## config.mk

```make
export PLATFORM = sky130hd
export DESIGN_NAME = j1708_tx_engine
export DESIGN_NICKNAME = d
export VERILOG_FILES = /design/src/rtl/j1708_tx_engine.sv
export SDC_FILE = /design/constraint.sdc
export NUM_CORES = 1
export LEC_CHECK = 0
export ABC_CLOCK_PERIOD_IN_PS = 4190
export CELL_PAD_IN_SITES_DETAIL_PLACEMENT = 0
export CELL_PAD_IN_SITES_GLOBAL_PLACEMENT = 1
export CORE_MARGIN = 4
export CORE_UTILIZATION = 46
export DETAILED_ROUTE_END_ITERATION = 6
export GPL_ROUTABILITY_DRIVEN = 0
export PLACE_DENSITY_LB_ADDON = 0.1
export SETUP_SLACK_MARGIN = 0.2
export SLEW_MARGIN = 20
export SYNTH_ARGS = -nofsm -noshare
export SYNTH_HDL_FRONTEND = slang
export SYNTH_SLANG_ARGS = --single-unit
```

## constraint.sdc

```tcl
create_clock -name clk -period 4.19 [get_ports clk]
set_input_delay 1.0475 -clock clk [delete_from_list [all_inputs] [get_ports clk]]
set_output_delay 1.0475 -clock clk [all_outputs]
set_load 0.005 [all_outputs]
```

## src/rtl/j1708_tx_engine.sv

```systemverilog
// J1708 transmit engine: buffers a message, waits for priority-dependent bus idle,
// sends bytes plus checksum as UART 8N1 and backs off on readback collisions.
module j1708_tx_engine #(
    parameter int CLK_FRQ_MHZ = 26,
    parameter int BAUD_RATE   = 9600,
    parameter int MAX_RETRY   = 3
) (
    input  logic       clk,
    input  logic       rst,
    input  logic       enable,
    input  logic [7:0] tx_message_byte,
    input  logic       tx_message_byte_valid,
    input  logic [7:0] tx_message_length,
    input  logic [2:0] tx_message_priority,
    input  logic       tx_message_new,
    input  logic       J1708_rx,
    output logic       J1708_tx,
    output logic       tx_busy,
    output logic       tx_done,
    output logic       tx_error
);

    localparam int BT        = CLK_FRQ_MHZ * 1000000 / BAUD_RATE;
    localparam int BUF_DEPTH = 20;
    localparam int IDLE_MAX  = 26 * BT;
    localparam int IDLE_W    = $clog2(IDLE_MAX + 1);
    localparam int BT_W      = $clog2(BT + 1);
    localparam int RTY_W     = $clog2(MAX_RETRY + 2);

    typedef enum logic [2:0] {
        S_IDLE,
        S_WAIT_BUS,
        S_START,
        S_DATA,
        S_STOP
    } state_t;

    state_t           r_state;
    logic             r_tx;
    logic             r_busy;
    logic             r_done;
    logic             r_err;
    logic [4:0]       r_wptr;
    logic [4:0]       r_byte_idx;
    logic [2:0]       r_bit_idx;
    logic [2:0]       r_prio;
    logic [7:0]       r_len;
    logic [7:0]       r_sum;
    logic [7:0]       r_shift;
    logic [RTY_W-1:0] r_retry;
    logic [IDLE_W-1:0] r_idle;
    logic [BT_W-1:0]  r_bt_cnt;
    logic [7:0]       r_buf [BUF_DEPTH];

    logic [IDLE_W-1:0] w_idle_next;
    logic [IDLE_W-1:0] w_thr;
    logic              w_bit_end;
    logic              w_sample;
    logic              w_collide;
    logic              w_last;
    logic              w_go_start;
    logic              w_next_byte;
    logic [4:0]        w_load_idx;
    logic              w_load_csum;
    logic [7:0]        w_load_byte;
    logic              w_len_bad;
    logic              w_wr;
    logic              w_load;
    logic              w_shift;
    logic              w_abort;
    logic              w_fail;
    logic              w_ok;
    logic              w_reject;
    logic              w_finish;

    function automatic logic [7:0] checksum(input logic [7:0] sum);
        return 8'd0 - sum;
    endfunction

    always_comb begin
        w_idle_next = '0;
        if (J1708_rx) begin
            w_idle_next = (r_idle == IDLE_W'(IDLE_MAX)) ? r_idle : r_idle + IDLE_W'(1);
        end
    end

    // Idle threshold is compared against the next count so the first start bit
    // lands exactly (12 + 2*prio) bit times after the bus went high.
    assign w_thr       = IDLE_W'((12 + 2 * int'(r_prio)) * BT);
    assign w_bit_end   = (r_bt_cnt == BT_W'(BT - 1));
    assign w_sample    = (r_bt_cnt == BT_W'(BT / 2));
    assign w_collide   = ((r_state == S_START) || (r_state == S_DATA)) && w_sample && (J1708_rx != r_tx);
    assign w_last      = ({3'b000, r_byte_idx} == r_len);
    assign w_go_start  = (r_state == S_WAIT_BUS) && (w_idle_next >= w_thr);
    assign w_next_byte = (r_state == S_STOP) && w_bit_end && !w_last;
    assign w_load_idx  = (r_state == S_STOP) ? r_byte_idx + 5'd1 : 5'd0;
    assign w_load_csum = ({3'b000, w_load_idx} == r_len);
    assign w_load_byte = w_load_csum ? checksum(r_sum) : r_buf[w_load_idx];
    assign w_len_bad   = (tx_message_length == 8'd0) || (tx_message_length > 8'(BUF_DEPTH))
                      || (tx_message_length > {3'b000, r_wptr});
    assign w_wr        = tx_message_byte_valid && !r_busy && (r_wptr < 5'(BUF_DEPTH));
    assign w_load      = enable && (w_go_start || w_next_byte);
    assign w_shift     = enable && w_bit_end && !w_collide
                      && ((r_state == S_START) || ((r_state == S_DATA) && (r_bit_idx != 3'd7)));

    assign w_abort  = (r_state != S_IDLE) && !enable;
    assign w_fail   = !w_abort && w_collide && (r_retry >= RTY_W'(MAX_RETRY));
    assign w_ok     = !w_abort && (r_state == S_STOP) && w_bit_end && w_last;
    assign w_reject = (r_state == S_IDLE) && tx_message_new && enable && w_len_bad;
    assign w_finish = w_abort || w_fail || w_ok || w_reject;

    always_ff @(posedge clk) begin
        if (rst) begin
            r_state    <= S_IDLE;
            r_tx       <= 1'b1;
            r_busy     <= 1'b0;
            r_done     <= 1'b0;
            r_err      <= 1'b0;
            r_wptr     <= '0;
            r_retry    <= '0;
            r_idle     <= '0;
            r_bt_cnt   <= '0;
            r_bit_idx  <= '0;
            r_byte_idx <= '0;
            r_sum      <= '0;
            r_len      <= '0;
            r_prio     <= '0;
        end else begin
            r_done <= 1'b0;
            r_idle <= w_idle_next;
            if (w_wr) begin
                r_wptr <= r_wptr + 5'd1;
            end
            // Every completion, good or bad, empties the buffer.
            if (w_finish) begin
                r_state <= S_IDLE;
                r_tx    <= 1'b1;
                r_busy  <= 1'b0;
                r_done  <= 1'b1;
                r_err   <= !w_ok;
                r_wptr  <= '0;
                r_retry <= '0;
            end else begin
                case (r_state)
                    S_IDLE: begin
                        if (tx_message_new && enable) begin
                            r_len      <= tx_message_length;
                            r_prio     <= tx_message_priority;
                            r_busy     <= 1'b1;
                            r_retry    <= '0;
                            r_sum      <= '0;
                            r_byte_idx <= '0;
                            r_state    <= S_WAIT_BUS;
                        end
                    end
                    S_WAIT_BUS: begin
                        if (w_go_start) begin
                            r_state    <= S_START;
                            r_tx       <= 1'b0;
                            r_bt_cnt   <= '0;
                            r_byte_idx <= '0;
                            r_sum      <= w_load_byte;
                        end
                    end
                    S_START, S_DATA: begin
                        if (w_collide) begin
                            r_retry    <= r_retry + RTY_W'(1);
                            r_state    <= S_WAIT_BUS;
                            r_tx       <= 1'b1;
                            r_byte_idx <= '0;
                            r_sum      <= '0;
                        end else if (w_bit_end) begin
                            r_bt_cnt <= '0;
                            if (r_state == S_START) begin
                                r_state   <= S_DATA;
                                r_bit_idx <= '0;
                                r_tx      <= r_shift[0];
                            end else if (r_bit_idx == 3'd7) begin
                                r_state <= S_STOP;
                                r_tx    <= 1'b1;
                            end else begin
                                r_bit_idx <= r_bit_idx + 3'd1;
                                r_tx      <= r_shift[0];
                            end
                        end else begin
                            r_bt_cnt <= r_bt_cnt + BT_W'(1);
                        end
                    end
                    S_STOP: begin
                        if (w_bit_end) begin
                            r_state    <= S_START;
                            r_tx       <= 1'b0;
                            r_bt_cnt   <= '0;
                            r_byte_idx <= w_load_idx;
                            if (!w_load_csum) begin
                                r_sum <= r_sum + w_load_byte;
                            end
                        end else begin
                            r_bt_cnt <= r_bt_cnt + BT_W'(1);
                        end
                    end
                    default: r_state <= S_IDLE;
                endcase
            end
        end
    end

    always_ff @(posedge clk) begin
        if (w_wr) begin
            r_buf[r_wptr] <= tx_message_byte;
        end
        if (w_load) begin
            r_shift <= w_load_byte;
        end else if (w_shift) begin
            r_shift <= {1'b0, r_shift[7:1]};
        end
    end

    assign J1708_tx = r_tx;
    assign tx_busy  = r_busy;
    assign tx_done  = r_done;
    assign tx_error = r_err;

endmodule

```

After elaboration in Yosys (flattened, before gate mapping) --
Memories as Yosys holds them, arrays and structs flattened. Cells that the tools add are included.
Storage, ports and cells: register bits after elaboration 79, latch bits 0, memory bits (writable) 160, bits in read-only memories 0, output and inout bits 4, memories 1
Memory list:
- r_buf | words 20, bits a word 8, rd ports 1, clocked after memory_dff 0, wr ports 1, line 53 | logic [7:0] r_buf [BUF_DEPTH];
Cells by class: add/subtract/negate cells 9, multiply operators 1, divide/modulo/power cells 0, $lt $le $gt $ge 5, equality and inequality tests 21, shifts and indexed selects 0, mux-type cells 44, bitwise gates (word level) 2, reductions and logical operators 54
Operators with widths (number):
- 2-to-1 mux 8 bit | 8
- 2-to-1 mux 12 bit | 3
- case mux 12 bit (3 select lines) | 1
- 2-to-1 mux 17 bit | 2
- 2-to-1 mux 3 bit | 11
- case mux 8 bit (4 select lines) | 1
- 2-to-1 mux 5 bit | 5
- logical AND 1 bit | 22
- case mux 5 bit (4 select lines) | 1
- adder 17 x 1 -> 17 bit, second input constant | 1
- equality test 17 bit, second input constant | 1
- >= comparator 17 bit | 1
- equality test 5 x 8 -> 1 bit | 2
- multiplier 5 x 10 -> 15 bit, second input constant | 1
- adder 12 x 1 -> 12 bit, second input constant | 1
- equality test 12 x 11 -> 1 bit, second input constant | 1
- equality test 12 bit, second input constant | 1
- != test 2 bit, second input constant | 6
- case mux 3 bit (4 select lines) | 1
- adder 5 x 1 -> 5 bit, second input constant | 2
- AND reduction 5 bit | 2
- 2-to-1 mux 1 bit | 9
- adder 8 bit | 1
- greater-than comparator 8 x 5 -> 1 bit | 1
- other kinds (29) | 51

Logic depth before layout (Yosys ltp) --
depth in word-level cells 11, depth in mapped cells 24, gate-level depth less buffers 23

Worst setup path before layout --
Ideal clock, no wire load.
path kind register to register, start point reg r_prio[1], end point reg r_shift[0], enable pin, setup time 0.338 ns, arrival 4.307 ns, data required time 3.852 ns, path slack -0.455 ns, stages on the path, launching flop included 21, buffers on the path 0, path through dfxtp_1 inv_1 ha_1 inv_1 ha_1 ha_1 ha_1 a31oi_1 nor2b_1 o21ai_0 o21ai_0 a31oi_1 nor2_1 xnor2_1 ha_1 o21ai_0 o21bai_1 nor4_1 a21oi_1 a32oi_1 nand2_1
On the way: word-level cells in the longest chain between the ends 7
RTL lines:
- from (decl) | line 46 | logic [2:0] r_prio;
- from (signal assigned) | line 148 | r_prio <= tx_message_priority;
- adder 4 x 4 -> 5 bit | line 89 | assign w_thr = IDLE_W'((12 + 2 * int'(r_prio)) * BT);
- multiplier 5 x 10 -> 15 bit | line 89
- >= comparator 17 bit | line 94 | assign w_go_start = (r_state == S_WAIT_BUS) && (w_idle_next >= w_thr);
- logical AND 1 bit | line 94
- logical OR 1 bit | line 102 | assign w_load = enable && (w_go_start || w_next_byte);
- logical AND 1 bit | line 102
- nonzero test 2 bit (no source line)
- to (signal assigned) | line 213 | r_shift <= w_load_byte;
- to (signal assigned) | line 215 | r_shift <= {1'b0, r_shift[7:1]};
- to (decl) | line 49 | logic [7:0] r_shift;
No other way between the ends. A chain may end at the register's enable or synchronous reset.

Worst setup path in the final report --
start point reg r_prio[1], end point reg r_bt_cnt[1]
On the way: word-level cells in the longest chain between the ends 6
RTL lines:
- adder 4 x 4 -> 5 bit | line 89
- multiplier 5 x 10 -> 15 bit | line 89
- >= comparator 17 bit | line 94
- logical AND 1 bit | line 94
- != test 2 bit (no source line)
- AND reduction 4 bit (no source line)
- to (signal assigned) | line 186 | r_bt_cnt <= r_bt_cnt + BT_W'(1);
- to (signal assigned) | line 199 | r_bt_cnt <= r_bt_cnt + BT_W'(1);
- to (decl) | line 52 | logic [BT_W-1:0] r_bt_cnt;
No other way between the ends.

==> metrics.md <==
| Metric | Value |
|---|---|
| Initial Utilization | `0.467` |
| Final count of pins violating max slew | `0` |
| Wire per inst | `19.8 um` |
| Max clock buf depth | `3` |
| Clock Skew | `0.0115 ns` |
| WP data required | `4.67 ns` |
| Ys Warns | `0` |
| First-pass GRT wire length | `49.3 mm` |
| Synth Instances | `1093` |
| Synth top area cells | `edfxtp_1, dfxtp_1, ha_1, nand2_1, mux2i_1` |
| Mean Syn Cell Area | `11.1 um^2` |
| Largest area contributor in the netlist | `edfxtp_1` |
| F_max | `239 MHz` |
| Asr flop ratio synth | `0` |
| Drt pass-1 iters | `6` |
| Root buffer cell | `clkbuf_16` |
| RR Startpoint | `r_prio[1]$_SDFFE_PP0P_` |
| I/O Pins | `29` |
| CP Max Fanout | `7` |
| Register bit count reported by yosys | `239` |
| Reg clk slew, reported paths | `0.06 ns` |
| TritonCTS Buffers | `27` |
| Vias per std cell | `5.53` |
| Max cap viols | `0` |
| Synth Cell Area | `0.0121 mm^2` |
| Final setup margin | `-0.00133 ns` |
| WL final | `31.4 mm` |
| Synth cell count leaders | `edfxtp_1, nand2_1, nor2_1, dfxtp_1, ha_1` |
| Gr ovfl total | `0` |
| Overall Global Routing Usage | `0.215` |
| PwrDens | `371 mW/mm^2` |
| Final net count | `1320` |
| EDFF count, synth | `168` |
| Detailed Route Iter0 Violations | `560` |
| Top FF cell, synth | `edfxtp_1` |
| Sequential share of the synthesized area | `0.532` |
| HP Start | `r_len[5]$_SDFFE_PP0P_` |
| Minimum clock period | `4.19 ns` |
| Outcome | `finished with violations` |
| Worst path arrival time | `4.67 ns` |
| Setup CP Type | `register to register` |
| CTS tree | `yes` |
| Worst-Margin Slew | `0.914 ns` |
| Failing checks | `setup timing` |
| Worst hold slack | `0.472 ns` |
| Setup violators final | `1` |
| # diodes | `0` |
| Maximum vdd drop | `0.330 mV` |
| Final ANT Viol Nets | `0` |
| Core area | `0.0260 mm^2` |
| Final period utilization | `1.00` |
| Clk_lat worst skew | `0.56 ns` |
| Final routed DRC violation total | `0` |
| Worst reg-to-reg setup slack | `-0.001 ns` |
| Port Buf Inserts | `28` |
| CTS hold repair buffers | `0` |
| Die area | `0.0291 mm^2` |
| Layout area overhead | `24.0%` |
| Slew margin rel. | `0.389` |
| Final std cells w/o fill | `1589` |
| Fraction of layout instances using a drive strength above 1 | `0.230` |
| DP Wirelength | `21.6 mm` |
| Chip height | `171 um` |
| Synth unique cells | `81` |
| Fillers | `2227` |
| Sink Count | `239` |
| CP startpoint kind | `register` |
| Vias | `8784` |
| Leakage | `5.50 nW` |
| Worst setup EP type | `register` |
| Site row count | `59` |
| Most frequent cell after synthesis | `edfxtp_1` |
| Largest net degree at the start of global routing | `45` |
| H-tree levels | `1` |
| Worst hold path class | `register to register` |
| Initial antenna violation count | `0` |
| RSZ-0062 raised after global routing | `yes` |
| Worst Setup SP | `r_prio[1]$_SDFFE_PP0P_` |
| # placed instances | `1517` |
| Hold Fails Final Rpt | `0` |
| Synth top area share | `0.415` |
| Syn nets | `1179` |
| Vias in the first global route | `8768` |
| Die width | `171 um` |
[final timing paths]
path,to,depth (start not counted)
max,r_bt_cnt[1]$_SDFFE_PP0P_,24
min,r_len[5]$_SDFFE_PP0P_,1
max reg2reg,r_bt_cnt[1]$_SDFFE_PP0P_,24
min reg2reg,r_len[5]$_SDFFE_PP0P_,1
[routing by layer]
| metal | GRT usage | up-vias | wire (um) |
|---|---|---|---|
| met5 | 0 | - | 0 |
| met4 | 0.0573 | 0 | 911 |
| met3 | 0.0266 | 55 | 1050 |
| met2 | 0.368 | 149 | 15300 |
| met1 | 0.292 | 4247 | 14100 |
| li1 | - | 4333 | - |
[cell usage in the layout, fill, tap and decap left out, types with 18 or more instances in the layout]
cell and count:
clkdlybuf4s50_1 27, inv_1 34, nand2_1 101, mux2i_1 36, dfxtp_1 65, buf_6 20, and3_1 19, nor2b_1 45
ha_1 46, edfxtp_1 168, nor3_1 21, clkbuf_16 28, xnor2_1 34, buf_4 111, nand3_1 25, o21ai_0 25
nor2_1 82, a21oi_1 40, a211oi_1 18
[cell families after synthesis]
| kind of cell | count (synthesis) | synth area share |
|---|---|---|
| compound gates | 213 | 0.119 |
| xor+xnor | 47 | 0.0339 |
| fa+ha+maj | 61 | 0.0653 |
| buf+inv | 92 | 0.0344 |
| flops | 239 | 0.532 |
| mux | 51 | 0.0447 |
| simple gates | 390 | 0.170 |
[registers in the layout, summed over array words and instances, names as in the netlist, 3 cells and up]
signal and count:
r_bit_idx 3, r_bt_cnt 12, r_buf 160, r_byte_idx 5
r_idle 17, r_len 8, r_prio 3, r_retry 3
r_shift 8, r_state 3, r_sum 8, r_wptr 5
[where the power goes]
part           switching [mW]  internal, mW  total (mW)
combinational           0.375         0.341       0.716
sequential             0.0285          2.56        2.59
clock                   0.949          1.34        2.29
total                    1.35          4.24        5.59
[area by class of cell]
| cell class | count | area (um^2) | area share |
|---|---|---|---|
| clock buffers | 40 | 776 | 0.0515 |
| clock inverters | 9 | 80.1 | 0.00532 |
| inverters | 41 | 164 | 0.0109 |
| multi-input cells | 762 | 5740 | 0.381 |
| flip-flops and latches | 239 | 6480 | 0.430 |
| well taps | 335 | 419 | 0.0278 |
| repair buffers | 163 | 1410 | 0.0938 |
[metrics by stage]
stage           TNS, ns  total power, mW   util  setup slack, ns  instance area (um^2)
4_1_cts         -0.0120             5.62  0.571         -0.00918                 14800
2_1_floorplan         0             3.01      -            0.168                 12200
6_report       -0.00133             5.59  0.580         -0.00133                 15100
3_5_place_dp      -1.61             3.28  0.521           -0.244                 13500
3_3_place_gp      -1.02             3.28  0.521           -0.219                 13500
5_1_grt           -5.09             5.82  0.580           -0.237                 15100
[worst max-delay path, cell delays in order (launching register included)]
cell,delay [ns]
dfxtp_4,0.36
inv_6,0.07
ha_4,0.13
inv_2,0.04
ha_4,0.15
ha_4,0.24
ha_4,0.28
buf_6,0.09
a21o_1,0.12
a21oi_2,0.07
buf_4,0.13
buf_4,0.12
buf_4,0.12
buf_4,0.13
xnor2_1,0.12
ha_1,0.29
o21ai_1,0.08
o21ai_1,0.12
a21oi_1,0.09
a21oi_2,0.21
buf_4,0.17
a31oi_4,0.08
or3_4,0.44
or3_1,0.33
a21oi_1,0.12
[repair_timing]
action	4_1_cts	5_1_grt
gates resized for setup	84	42
buffers inserted	15	8
endpoints found under the setup margin	43	45
pin swaps	40	32
Note: power is estimated with default switching activity, not from simulation.
